`config.mk`:
```
export PLATFORM = sky130hd
export DESIGN_NAME = cc_lane_shift_scheduler
export DESIGN_NICKNAME = d
export VERILOG_FILES = /design/src/rtl/cc_lane_shift_scheduler.sv
export SDC_FILE = /design/constraint.sdc
export NUM_CORES = 1
export LEC_CHECK = 0
export CAP_MARGIN = 15
export CORE_MARGIN = 4
export CORE_UTILIZATION = 61
export DETAILED_ROUTE_END_ITERATION = 16
export PLACE_DENSITY = 0.93
export SLEW_MARGIN = 20
export SYNTH_ARGS = -nofsm -noshare
export SYNTH_HDL_FRONTEND = slang
export SYNTH_SLANG_ARGS = --single-unit
```
`constraint.sdc`:
```
create_clock -name CC_LANESCHED_CLOCK_50 -period 6.3 [get_ports CC_LANESCHED_CLOCK_50]
set_input_delay 1.575 -clock CC_LANESCHED_CLOCK_50 [delete_from_list [all_inputs] [get_ports CC_LANESCHED_CLOCK_50]]
set_output_delay 1.575 -clock CC_LANESCHED_CLOCK_50 [all_outputs]
set_load 0.1 [all_outputs]
```
`src/rtl/cc_lane_shift_scheduler.sv`:
```
// ---------------------------------------------------------------------------
// cc_lane_shift_scheduler
//
// Shares one external combinational shift comparator between LANES lane
// counters of the Frogger lane engine. One lane is visited per scanning
// cycle. The visited lane's count and period are presented to the
// comparator, and its active-low equal result is sampled in the same cycle.
// On a match the lane's count restarts and a one-cycle registered shift
// strobe is raised for that lane.
//
// Ports
//   CC_LANESCHED_CLOCK_50         in   system clock, rising edge
//   CC_LANESCHED_RESET_InHigh     in   synchronous active-high reset
//   CC_LANESCHED_run_InHigh       in   1 = scan lanes, 0 = pause
//   CC_LANESCHED_clear_InHigh     in   restart: zero counts, slot to 0
//   CC_LANESCHED_cfgWrite_InHigh  in   period write strobe
//   CC_LANESCHED_cfgLane_InBUS    in   lane addressed by the write
//   CC_LANESCHED_cfgPeriod_InBUS  in   new period (0 disables the lane)
//   CC_LANESCHED_cmpData_OutBUS   out  count[slot] to comparator data input
//   CC_LANESCHED_cmpValue_OutBUS  out  period[slot] to comparator SHIFT_VALUE
//   CC_LANESCHED_cmpEqual_InLow   in   comparator result, 0 = equal
//   CC_LANESCHED_shift_OutBUS     out  per-lane one-cycle shift strobes
//   CC_LANESCHED_slot_OutBUS      out  lane currently being compared
// ---------------------------------------------------------------------------
module cc_lane_shift_scheduler #(
  parameter int LANES     = 4,
  parameter int DATAWIDTH = 23,
  localparam int SW       = (LANES > 1) ? $clog2(LANES) : 1
) (
  input  logic                 CC_LANESCHED_CLOCK_50,
  input  logic                 CC_LANESCHED_RESET_InHigh,
  input  logic                 CC_LANESCHED_run_InHigh,
  input  logic                 CC_LANESCHED_clear_InHigh,
  input  logic                 CC_LANESCHED_cfgWrite_InHigh,
  input  logic [SW-1:0]        CC_LANESCHED_cfgLane_InBUS,
  input  logic [DATAWIDTH-1:0] CC_LANESCHED_cfgPeriod_InBUS,
  output logic [DATAWIDTH-1:0] CC_LANESCHED_cmpData_OutBUS,
  output logic [DATAWIDTH-1:0] CC_LANESCHED_cmpValue_OutBUS,
  input  logic                 CC_LANESCHED_cmpEqual_InLow,
  output logic [LANES-1:0]     CC_LANESCHED_shift_OutBUS,
  output logic [SW-1:0]        CC_LANESCHED_slot_OutBUS
);

  typedef enum logic [0:0] {
    ST_IDLE = 1'b0,
    ST_SCAN = 1'b1
  } state_t;

  state_t               state_q, state_d;
  logic [DATAWIDTH-1:0] count_q  [LANES];
  logic [DATAWIDTH-1:0] count_d  [LANES];
  logic [DATAWIDTH-1:0] period_q [LANES];
  logic [DATAWIDTH-1:0] period_d [LANES];
  logic [SW-1:0]        slot_q, slot_d;
  logic [LANES-1:0]     shift_q, shift_d;

  // Comparator feed: the visited lane's count and period.
  assign CC_LANESCHED_cmpData_OutBUS  = count_q[slot_q];
  assign CC_LANESCHED_cmpValue_OutBUS = period_q[slot_q];
  assign CC_LANESCHED_shift_OutBUS    = shift_q;
  assign CC_LANESCHED_slot_OutBUS     = slot_q;

  // Next-state logic for the run/pause state machine.
  always_comb begin
    state_d = state_q;
    case (state_q)
      ST_IDLE: begin
        if (CC_LANESCHED_run_InHigh) state_d = ST_SCAN;
        else                         state_d = ST_IDLE;
      end
      ST_SCAN: begin
        if (CC_LANESCHED_run_InHigh) state_d = ST_SCAN;
        else                         state_d = ST_IDLE;
      end
      default: state_d = ST_IDLE;
    endcase
  end

  // Lane scan datapath. The visit is qualified by run in the same cycle, not
  // by the registered state. As a result the cycle that leaves IDLE already
  // scans, and a pause of N cycles delays later strobes by exactly N cycles.
  always_comb begin
    count_d  = count_q;
    period_d = period_q;
    slot_d   = slot_q;
    shift_d  = {LANES{1'b0}};

    if (CC_LANESCHED_clear_InHigh) begin
      for (int i = 0; i < LANES; i++) begin
        count_d[i] = {DATAWIDTH{1'b0}};
      end
      slot_d = {SW{1'b0}};
    end else if (CC_LANESCHED_run_InHigh) begin
      if (period_q[slot_q] == {DATAWIDTH{1'b0}}) begin
        count_d[slot_q] = {DATAWIDTH{1'b0}};
      end else if (!CC_LANESCHED_cmpEqual_InLow) begin
        count_d[slot_q] = {DATAWIDTH{1'b0}};
        shift_d[slot_q] = 1'b1;
      end else begin
        count_d[slot_q] = count_q[slot_q] + DATAWIDTH'(1);
      end
      // LANES is a power of two, so the natural wrap of slot is the modulo.
      slot_d = slot_q + SW'(1);
    end else begin
      slot_d = slot_q;
    end

    // A period write restarts its lane. If that lane is the one being
    // visited, the write overrides the scan result and suppresses the strobe.
    if (CC_LANESCHED_cfgWrite_InHigh) begin
      period_d[CC_LANESCHED_cfgLane_InBUS] = CC_LANESCHED_cfgPeriod_InBUS;
      count_d[CC_LANESCHED_cfgLane_InBUS]  = {DATAWIDTH{1'b0}};
      shift_d[CC_LANESCHED_cfgLane_InBUS]  = 1'b0;
    end else begin
      period_d = period_d;
    end
  end

  // State registers with synchronous reset; reset drops any pending strobe.
  always_ff @(posedge CC_LANESCHED_CLOCK_50) begin
    if (CC_LANESCHED_RESET_InHigh) begin
      state_q <= ST_IDLE;
      slot_q  <= {SW{1'b0}};
      shift_q <= {LANES{1'b0}};
      for (int i = 0; i < LANES; i++) begin
        count_q[i]  <= {DATAWIDTH{1'b0}};
        period_q[i] <= {DATAWIDTH{1'b0}};
      end
    end else begin
      state_q <= state_d;
      slot_q  <= slot_d;
      shift_q <= shift_d;
      for (int i = 0; i < LANES; i++) begin
        count_q[i]  <= count_d[i];
        period_q[i] <= period_d[i];
      end
    end
  end

endmodule

```
Word level (Yosys, flattened, before mapping)
Cells that the tools add are included.
{"block": "word_totals", "reg_bits": 190, "latch_bits": 0, "ramBits": 0, "rom_bits": 0, "input_bits": 31, "out_inout_bits": 52, "wordCells": 60, "memories": 0}
{"block": "op_classes", "addsub": 2, "multipliers": 0, "div_mod_pow": 0, "magnitude_cmp": 8, "eq_ne": 0, "shift": 0, "muxes": 26, "bitwise_logic": 8, "reduce_logical": 6}
{"op": "92-bit two-way mux", "n": 5}
{"op": "92-bit AND", "n": 2}
{"op": "92-bit bitwise mux", "n": 2}
{"op": "92-bit NOT", "n": 2}
{"op": "23-bit two-way mux", "n": 6}
{"op": "23-bit binary-select mux with 2-bit select", "n": 2}
{"op": "23-bit demux with 2-bit select", "n": 2}
{"op": "23-bit by 1-bit adder with 23-bit output (second input constant)", "n": 1}
{"op": "23-bit logical NOT", "n": 1}
{"op": "4-bit two-way mux", "n": 5}
{"op": "3-bit greater-or-equal comparator (second input constant)", "n": 2}
{"op": "2-bit by 3-bit less-than comparator with 1-bit output (second input constant)", "n": 2}
{"op": "3-bit by 1-bit less-than comparator with 1-bit output (second input constant)", "n": 2}
{"op": "2-bit NOT with 3-bit output", "n": 2}
{"op": "4-bit AND", "n": 1}
{"op": "1-bit demux with 2-bit select", "n": 2}
{"op": "2-bit by 1-bit greater-or-equal comparator with 1-bit output (second input constant)", "n": 2}
{"op": "1-bit logical AND", "n": 4}
{"op": "4-bit NOT", "n": 1}
{"op": "2-bit by 1-bit adder with 2-bit output (second input constant)", "n": 1}
{"op": "1-bit two-way mux", "n": 2}
{"op": "2-bit OR reduction", "n": 1}

Longest topological paths before layout
{"block": "depth", "depth_word": 13, "mapped_depth": 12, "ltp_nobuf": 7}

Worst setup path before layout
OpenSTA, ideal clock, no wires.
{"block": "synth_timing", "path_type": "register -> output", "from": "register slot_q[1], in the netlist CC_LANESCHED_slot_OutBUS[1]", "to": "output CC_LANESCHED_cmpData_OutBUS[22]", "t_arrival_ns": 2.667, "t_required_ns": 4.725, "setup_slack_ns": 2.058, "path_stages_with_launch": 6, "n_path_buf": 4, "path_cell_list": "dfxtp_1 -> buf_4 -> buf_6 -> buf_6 -> buf_2 -> mux4_2"}
{"block": "synth_between", "elab_chain_len": 4}
{"item": "start, declared", "line_no": "54", "source": "logic [SW-1:0] slot_q, slot_d;"}
{"item": "start signal, assigned", "line_no": "123", "source": "slot_q <= {SW{1'b0}};"}
{"item": "start signal, assigned", "line_no": "131", "source": "slot_q <= slot_d;"}
{"item": "2-bit NOT with 3-bit output (not written as such)", "line_no": "58", "source": "assign CC_LANESCHED_cmpData_OutBUS = count_q[slot_q];"}
{"item": "23-bit binary-select mux with 2-bit select", "line_no": "58"}
{"item": "23-bit two-way mux (not written as such) (2 in a row)", "line_no": "58"}
{"item": "end, declared", "line_no": "37", "source": "output logic [DATAWIDTH-1:0] CC_LANESCHED_cmpData_OutBUS,"}
Every way passes these cells. The select of a mux whose other input is x is not followed.

Final worst setup path
Same ends and word-level chain as after synthesis.

==> flow_metrics.env <==
export IMPL_met2WireLength_um=10900
export IMPL_yosysWarnings=0
export IMPL_worstPathArrival_ns=3.30
export IMPL_drt_wl_total_um=21600
export IMPL_finalSetupViolCount=0
export IMPL_vias=6922
export IMPL_vdd_drop_max_mv=0.202
export IMPL_critPathKind="reg2out"
export IMPL_ys_ff_latch=190
export IMPL_die_area_mm2=0.0153
export IMPL_firstDrtPassIters=11
export IMPL_violations="design-rule violations"
export IMPL_grt_pass1_wl_um=34100
export IMPL_ys_seq_area_share_pct=46.4
export IMPL_area_growth_synth_to_final_pct=16.5
export IMPL_die_y_um=124
export IMPL_hold_violations=0
export IMPL_num_antenna_cells=0
export IMPL_synth_edff_count=0
export IMPL_wire_per_inst_um=20.2
export IMPL_antenna_found_initial=1
export IMPL_pwr_density_cell_mw_per_mm2=263
export IMPL_rsz0062_at_grt="no"
export IMPL_tightestPinTransition_ns=1.11
export IMPL_ctsResizeCount=0
export IMPL_synth_area_mm2=0.00819
export IMPL_clk_pin_slew_ns=0.06
export IMPL_timing_final_crit_share_pct=77.4
export IMPL_clk_latency_ns=0.43
export IMPL_first_global_vias=6867
export IMPL_drc=2
export IMPL_core_mm2=0.0132
export IMPL_layout_cells_non_filler=1072
export IMPL_grt_total_usage_pct=28.7
export IMPL_port_buffers=82
export IMPL_wl_met1_um=8160
export IMPL_globalplace_congestion=0.861
export IMPL_dp_hpwl_um=13100
export IMPL_grt_max_degree=94
export IMPL_cts_tree="built"
export IMPL_netlist_instances=844
export IMPL_slew_violations=0
export IMPL_end_kind="output port"
export IMPL_drv_cap=0
export IMPL_hold_path_class="reg2reg"
export IMPL_cts_setup_buffers=0
export IMPL_highest_layer="met5"
export IMPL_initial_utilization_pct=62.1
export IMPL_met3_length_um=1830
export IMPL_num_io_pins=83
export IMPL_design_area_mm2=0.00954
export IMPL_fmax_mhz=205
export IMPL_ant_nets=0
export IMPL_clkSinkCount=190
export IMPL_p_leak_nw=3.28
export IMPL_cts_max_path_buffers=2
export IMPL_dp_cells=1042
export IMPL_ys_types=43
export IMPL_max_slew_margin_pct=25.9
export IMPL_syn_nets=880
export IMPL_fp_dieW_um=124
export IMPL_fp_row_count=42
export IMPL_fin_crit_ns=4.88
export IMPL_numCtsBuffers=17
export IMPL_required_ns=4.72
export IMPL_drive_gt1_share_pct=11.2
export IMPL_routed_via_density=6.46
export IMPL_postSynthAreaPerCell_um2=9.71
export IMPL_cts_hold_buf=0
export IMPL_startpoint_type="flip-flop"
export IMPL_cp_max_fo=27
export IMPL_ys_async_sr_fraction_pct=0
export IMPL_clock_skew_ns=0.00826
export IMPL_totalNegativeSetupSlack_ns=0
export IMPL_dpl_cell_area_mm2=0.00898
export IMPL_fillers=882
export IMPL_drtIter0Drc=814
export IMPL_fin_nets=921
export IMPL_synth_ff_type="dfxtp_1"
export IMPL_cts_max_level=4
export IMPL_root_buffer="clkbuf_16"
export IMPL_timing_hold_ws_ns=0.452
export IMPL_grt_overflow_total=0
export IMPL_outcome="finished, violations left"
==> worst max-delay path: stages, from the launching register on <==
cell             delay, ns
dfxtp_2               0.81
buf_4                 0.49
mux4_2                0.58
clkdlybuf4s50_1       0.98
==> metal layers <==
metal  vias to the layer above  global-route usage [%]
li1                       3126                       -
met1                      3309                    35.0
met2                       404                    48.7
met3                        81                    6.95
met4                         2                    12.0
met5                         -                       0
==> power by group <==
| group | switching, mW | internal (mW) |
|---|---|---|
| Clock | 0.429 | 0.591 |
| Sequential | 0.0201 | 1.22 |
| Combinational | 0.172 | 0.0731 |
==> per-stage QoR <==
step / total power [mW] / setup slack (ns) / utilization (%)
6_report: 2.51 / 1.42 / 72.3
5_1_grt: 2.57 / 1.33 / 72.3
4_1_cts: 2.51 / 1.42 / 72.3
3_5_place_dp: 1.51 / 1.89 / 68.1
3_3_place_gp: 1.50 / 1.89 / 68.1
2_1_floorplan: 1.43 / 2.06 / -
==> path summary, 6_finish.rpt <==
path	slack [ns]	end	cells after the start	start
hold reg to reg	0.45	period_q[48]	2	period_q[48]
hold / removal	0.45	period_q[48]	2	period_q[48]
setup / recovery	1.42	CC_LANESCHED_cmpData_OutBUS[22]	3	CC_LANESCHED_slot_OutBUS[1]
setup reg to reg	2.60	count_q[37]	8	CC_LANESCHED_slot_OutBUS[1]
==> cell type report <==
type	count	area [um^2]	share of cell area, %
multi-input combinational	577	4030	42.3
timing repair buffer	93	898	9.42
tap	176	220	2.31
sequential	190	3810	39.9
clock inverter	6	58.8	0.616
inverter	6	22.5	0.236
clock buffer	24	502	5.26
==> cells by family (layout without fill, tap and decap cells) <==
| logic type | count (synthesis) | in the layout | synth area share [%] |
|---|---|---|---|
| and+or+nand+nor | 315 | 315 | 16.8 |
| muxes | 47 | 47 | 12.9 |
| AOI/OAI and AO/OA | 188 | 188 | 16.1 |
| DFF | 190 | 190 | 46.4 |
| buffers and inverters | 77 | 129 | 4.47 |
| xor gates and xnor gates | 22 | 22 | 2.54 |
| adders and majority gates | 5 | 5 | 0.764 |
==> Yosys cell counts (2+ instances only) <==
cell type | n | share of area, %
xnor2_1 | 10 | 1.1
ha_1 | 5 | 0.76
a21oi_1 | 100 | 6.1
buf_1 | 7 | 0.32
buf_6 | 4 | 0.55
and3b_1 | 2 | 0.21
nor3_1 | 2 | 0.12
or2_2 | 2 | 0.15
clkbuf_1 | 48 | 2.2
xor2_1 | 10 | 1.1
a22o_1 | 20 | 2.1
dfxtp_1 | 190 | 46
a32oi_1 | 28 | 3.0
and4_1 | 5 | 0.53
buf_12 | 2 | 0.49
nand3_1 | 8 | 0.49
mux4_1 | 3 | 0.96
inv_1 | 6 | 0.27
o41ai_1 | 3 | 0.32
nand4_1 | 4 | 0.31
nor2_1 | 48 | 2.2
nand2_1 | 211 | 9.7
nor3b_1 | 2 | 0.18
mux4_2 | 43 | 12
and3_1 | 12 | 0.92
nor3_2 | 3 | 0.37
xnor2_2 | 2 | 0.40
and2_1 | 2 | 0.15
a32o_1 | 36 | 4.4
nor4_1 | 5 | 0.38
buf_2 | 9 | 0.55
==> state kept, by name, summed over array words and instances (netlist names) <==
name                       cells
CC_LANESCHED_shift_OutBUS      4
period_q                      92
CC_LANESCHED_slot_OutBUS       2
count_q                       92
==> cell usage in the layout (no fill, tap or decap), drive strengths merged, types with 9 or more instances in the layout <==
cell type | synthesis | final
nand2 | 211 | 211
dfxtp | 190 | 190
a21oi | 100 | 100
clkdlybuf4s50 | 0 | 81
nor2 | 48 | 48
mux4 | 46 | 46
a32o | 36 | 36
a32oi | 28 | 28
clkbuf | 48 | 24
a22o | 20 | 20
and3 | 13 | 13
buf | 23 | 12
xnor2 | 12 | 12
xor2 | 10 | 10
nand3 | 9 | 9
(Power assumes the default switching activity.)
